--- src/rtl/cola_pkg.sv ---
// cola_pkg: shared state encodings and default timing/stock parameters for the cola dispenser
package cola_pkg;
  typedef enum logic [2:0] {
    IDLE = 3'b001,
    DISP = 3'b010,
    GAP  = 3'b100
  } state_t;
  localparam int MOTOR_CYCLES_DEF = 50;
  localparam int GAP_CYCLES_DEF   = 10;
  localparam int STOCK_MAX_DEF    = 8;
  localparam int PEND_DEPTH_DEF   = 4;
endpackage

--- src/rtl/cola_timer.sv ---
// cola_timer: loadable down-counter that parks at zero, shared by the motor and gap phases
module cola_timer
  import cola_pkg::*;
#(
  parameter int W = 4
) (
  input  logic         clk,
  input  logic         rst_n,
  input  logic         i_load,
  input  logic [W-1:0] i_value,
  output logic         o_zero
);
  logic [W-1:0] r_cnt;
  // load takes priority; otherwise count down and hold at zero
  always_ff @(posedge clk or negedge rst_n) begin
    if (!rst_n) r_cnt <= '0;
    else if (i_load) r_cnt <= i_value;
    else if (r_cnt != '0) r_cnt <= r_cnt - 1'b1;
  end
  assign o_zero = (r_cnt == '0);
endmodule

--- src/rtl/cola_dispenser.sv ---
// cola_dispenser: queues cola requests against reserved stock, runs the motor per can, then a cool-down gap
module cola_dispenser
  import cola_pkg::*;
#(
  parameter int  MOTOR_CYCLES = MOTOR_CYCLES_DEF,
  parameter int  GAP_CYCLES   = GAP_CYCLES_DEF,
  parameter int  STOCK_MAX    = STOCK_MAX_DEF,
  parameter int  PEND_DEPTH   = PEND_DEPTH_DEF,
  localparam int STOCK_W      = $clog2(STOCK_MAX + 1),
  localparam int PEND_W       = $clog2(PEND_DEPTH + 1)
) (
  input  logic               clk,
  input  logic               rst_n,
  input  logic               pi_cola,
  input  logic               pi_refill,
  output logic               po_motor,
  output logic               po_served,
  output logic               po_refund,
  output logic               po_busy,
  output logic               po_empty,
  output logic [STOCK_W-1:0] po_stock
);
  localparam int TMAX = (MOTOR_CYCLES > GAP_CYCLES) ? MOTOR_CYCLES : GAP_CYCLES;
  localparam int TW   = (TMAX > 1) ? $clog2(TMAX) : 1;

  state_t              r_state, w_next;
  logic [PEND_W-1:0]   r_pend;
  logic [STOCK_W-1:0]  r_stock;
  logic                r_served, r_refund;
  logic                w_accept, w_start, w_load, w_zero;
  logic [TW-1:0]       w_value;

  // a request is accepted only if queue has room and every queued request still has a can reserved
  assign w_accept = pi_cola && (32'(r_pend) < PEND_DEPTH) && (32'(r_stock) > 32'(r_pend));
  assign w_start  = (r_state == IDLE) && (r_pend != '0);

  cola_timer #(.W(TW)) u_timer (
    .clk     (clk),
    .rst_n   (rst_n),
    .i_load  (w_load),
    .i_value (w_value),
    .o_zero  (w_zero)
  );

  // next-state and timer-load decode; unknown encodings fall back to IDLE
  always_comb begin
    w_next  = r_state;
    w_load  = 1'b0;
    w_value = '0;
    case (r_state)
      IDLE: if (r_pend != '0) begin
        w_next  = DISP;
        w_load  = 1'b1;
        w_value = TW'(MOTOR_CYCLES - 1);
      end
      DISP: if (w_zero) begin
        w_next  = GAP;
        w_load  = 1'b1;
        w_value = TW'(GAP_CYCLES - 1);
      end
      GAP: if (w_zero) w_next = IDLE;
      default: w_next = IDLE;
    endcase
  end

  // state register
  always_ff @(posedge clk or negedge rst_n) begin
    if (!rst_n) r_state <= IDLE;
    else r_state <= w_next;
  end

  // queue count, stock (refill overrides, dispense start still consumes), and one-cycle pulses
  always_ff @(posedge clk or negedge rst_n) begin
    if (!rst_n) begin
      r_pend   <= '0;
      r_stock  <= STOCK_W'(STOCK_MAX);
      r_served <= 1'b0;
      r_refund <= 1'b0;
    end else begin
      r_pend   <= r_pend + PEND_W'(w_accept) - PEND_W'(w_start);
      r_stock  <= (pi_refill ? STOCK_W'(STOCK_MAX) : r_stock) - STOCK_W'(w_start);
      r_served <= (r_state == DISP) && w_zero;
      r_refund <= pi_cola && !w_accept;
    end
  end

  assign po_motor  = (r_state == DISP);
  assign po_served = r_served;
  assign po_refund = r_refund;
  assign po_busy   = (r_state != IDLE) || (r_pend != '0);
  assign po_empty  = (r_stock == '0);
  assign po_stock  = r_stock;
endmodule

--- config.mk ---
export PLATFORM = sky130hd
export DESIGN_NAME = cola_dispenser
export DESIGN_NICKNAME = d
export VERILOG_FILES = /design/src/rtl/cola_pkg.sv /design/src/rtl/cola_timer.sv /design/src/rtl/cola_dispenser.sv
export SDC_FILE = /design/constraint.sdc
export NUM_CORES = 1
export LEC_CHECK = 0
export CORE_ASPECT_RATIO = 1.1
export CORE_MARGIN = 2
export CORE_UTILIZATION = 47
export CTS_CLUSTER_SIZE = 12
export DETAILED_ROUTE_END_ITERATION = 16
export PLACE_DENSITY_LB_ADDON = 0.25
export SYNTH_ARGS = -nofsm -noshare
export SYNTH_HDL_FRONTEND = slang
export SYNTH_SLANG_ARGS = --single-unit
--- constraint.sdc ---
create_clock -name clk -period 2.15 [get_ports clk]
set_input_delay 0.43 -clock clk [delete_from_list [all_inputs] [get_ports clk]]
set_output_delay 0.43 -clock clk [all_outputs]
set_load 0.005 [all_outputs]
==> metrics.md <==
| Metric | Value |
|---|---|
| Final ANT Viol Nets | `0` |
| Yosys top cell area share | `41.0%` |
| Post-CTS Setup Bufs | `0` |
| Final wirelength | `1.79 mm` |
| Failing checks | `negative setup slack` |
| CTS Buf Count | `3` |
| Tmin final | `2.23 ns` |
| Initial antenna violation count | `0` |
| CP arrival | `2.47 ns` |
| Total GRT Usage | `17.0%` |
| Worst slew margin | `72.3%` |
| Reg2reg end | `r_pend[1]` |
| Area leader, netlist | `dfrtp_1` |
| Ys Warns | `0` |
| DR DRC count | `0` |
| Max incr delay on CP | `0.51 ns` |
| Most common cell after layout, fill and taps aside | `dfrtp_1` |
| Die Wd | `47.5 µm` |
| VDD IR-drop max | `0.349 mV` |
| Area growth from synthesis to layout | `32.9%` |
| Setup TNS | `-0.149 ns` |
| CTS tree | `yes` |
| Outcome | `finished with violations` |
| Pre-antenna DRT Iters | `4` |
| Number of diodes | `0` |
| Worst Setup Slack, final | `-0.0803 ns` |
| Share of cells above drive strength 1 | `26.6%` |
| GRT busiest layer | `met2` |
| Max Transition Viols Final | `0` |
| RSZ-0062 raised after global routing | `yes` |
| Clock skew | `0.000958 ns` |
| Core area | `1980 µm²` |
| EDFF count, synth | `0` |
| DRT iter0 DRCs | `10` |
| Largest net degree at the start of global routing | `19` |
| Met3 Usage GRT | `2.08%` |
| Net Count, Synth | `110` |
| Number of synthesized register bits | `18` |
| Clock transition at the registers of the reported paths | `0.10 ns` |
| Slowest cell on crit path | `fa_2` |
| Avg WL per Cell | `11.8 µm` |
| FMAX | `0.448 GHz` |
| Worst Path Max Fanout | `2` |
| Asr flop ratio synth | `100%` |
| First-pass GRT wire length | `2.93 mm` |
| PD cells | `437 nW/µm²` |
| Delay-heaviest family, CP | `adder cells` |
| Post-synthesis sequential area ratio | `46.4%` |
| Syn Area/Cell | `10.1 µm²` |
| Vias | `775` |
| Register area | `453 µm²` |
| Initial cell density of the core | `49.4%` |
| CP Capture Type | `register` |
| Required time worst endpoint | `2.39 ns` |
| Setup CP Type | `reg2reg` |
| Final setup violation count | `2` |
| FF-to-FF setup slack | `-0.08 ns` |
| Top cells by area, synth | `dfrtp_1 (41%), ha_1 (10%), dfstp_2 (5.4%)` |
| # rows | `17` |
| Htree depth | `1` |
| Pre-CTS setup slack | `-0.0881 ns` |
| R2r worst-path depth | `10` |
| WP buf/inv | `2` |
| IO Pins | `13` |
| Synthesized instance count | `97` |
| FILL cells | `162` |
| Dpl hpwl | `1.35 mm` |
| Highest-count cells in the layout ignoring fill and taps | `dfrtp_1 (16), clkdlybuf4s50_1 (12), buf_4 (12)` |
| Yosys cell types | `34` |
| Final-report hold violation count | `0` |
| Total gr overflow | `0` |
| Clk_lat worst skew | `0.29 ns` |
| Critical path, cell by cell | `inv_1 -> ha_1 -> nand3_2 -> o211ai_1 -> a21oi_2 -> nand2_1 -> ha_1 -> inv_1 -> ha_2 -> fa_2` |
| Cell chosen for the clock root | `clkbuf_4` |
| Global Route met2 Usage | `30.0%` |
| Met1 Use GR | `19.3%` |
| Die area | `2460 µm²` |
| Slew @ Worst Pin | `0.412 ns` |
| Fin nets | `138` |
| Vias in the first global route | `742` |
| Max-Cap Viols | `0` |
| Post-synth top flop | `dfrtp_1` |
| Mapped Area | `977 µm²` |
| Hold Buf Count CTS | `0` |
| Clk sink count | `18` |
| Drt via density | `5.10` |
| Tcrit/Tclk final | `104%` |
| Footprint of the multi-input gates | `519 µm²` |
| Clk buf depth | `2` |
| Leakage power | `0.609 nW` |
| Die Y | `51.8 µm` |
| GPL Wtd Cong | `0.762` |
| Reg2reg start | `r_pend[2]` |
| Setup crit start kind | `register` |
| Port bufs | `12` |
| Worst Hold Class | `in2async` |
==> stage by stage <==
| stage | area, µm² | instances | power (mW) | util (%) | hold slack [ns] |
|---|---|---|---|---|---|
| finish | 1300 | 152 | 0.567 | 65.7 | 0.455 |
| detailed placement | 1220 | 148 | 0.365 | 61.7 | 0.498 |
| global placement | 1220 | 148 | 0.364 | 61.7 | 0.490 |
| global route | 1300 | 152 | 0.596 | 65.7 | 0.463 |
| floorplan | 980 | 97 | 0.348 | - | 0.134 |
| CTS | 1280 | 152 | 0.576 | 64.9 | 0.461 |
==> layer usage <==
layer	up-vias	wire, µm	share of wire, %
li1	378	-	-
met1	376	801	45
met2	16	908	51
met3	5	48	2.7
met4	0	35	2.0
met5	-	0	0
==> how the worst max path moves through the flow <==
stage                     start   endpoint  cells past startpoint
floorplan             r_pend[1]  r_pend[2]                     11
global placement      r_pend[1]  r_pend[1]                     10
detailed placement    r_pend[1]  r_pend[2]                     11
CTS                 po_stock[1]  r_pend[1]                      9
global route        po_stock[2]  r_pend[2]                     10
finish                r_pend[2]  r_pend[1]                     10
==> cell type report <==
type	count	area share (%)
Multi-Input combinational cell	66	40.0
Sequential cell	18	34.9
Timing Repair Buffer	24	16.2
Inverter	12	3.47
Clock buffer	4	2.79
Tap cell	28	2.70
==> what timing repair did <==
action,in CTS,in global routing
endpoints found under the setup margin,3,4
gates resized for setup,4,3
pin swaps,2,0
==> worst reg2reg max path, cell delays in order (launching register included) <==
cell,delay (ns)
dfrtp_1,0.37
inv_1,0.05
ha_1,0.32
nand3_2,0.10
o211ai_1,0.12
a21oi_2,0.16
nand2_1,0.08
ha_1,0.28
inv_1,0.04
ha_2,0.16
fa_2,0.51
==> cells in the mapped netlist (2+ instances only) <==
cell type and n:
xor2_1 2, nand3_1 5, nor2_1 7, dfstp_2 2, o21ai_0 2, or3_1 2, dfrtp_1 16, xnor2_1 2
o21ai_1 2, nor3_1 3, ha_1 8, inv_1 11, nor2b_1 3, nand2b_1 4, nand2_1 5, a21oi_1 5
==> state kept, by name, summed over array words and instances (netlist names) <==
| register | cells |
|---|---|
| r_pend | 3 |
| po_refund | 1 |
| r_state | 3 |
| po_stock | 4 |
| po_served | 1 |
| u_timer.r_cnt | 6 |
==> power by group <==
group | internal, mW | switching (mW)
Clock | 0.103 | 0.107
Sequential | 0.339 | 0.000192
Combinational | 0.00883 | 0.00872
==> logic make-up (layout without fill, tap and decap cells) <==
| family | after synthesis | count (layout) | synth area share, % |
|---|---|---|---|
| flip-flops | 18 | 18 | 46.4 |
| adder cells (fa/ha/maj) | 9 | 9 | 12.3 |
| AND/OR/NAND/NOR | 37 | 37 | 22.5 |
| buffers and inverters | 13 | 40 | 5.12 |
| AO/OA/AOI/OAI | 16 | 16 | 10.1 |
| XOR/XNOR | 4 | 4 | 3.59 |
(Power assumes the default switching activity.)
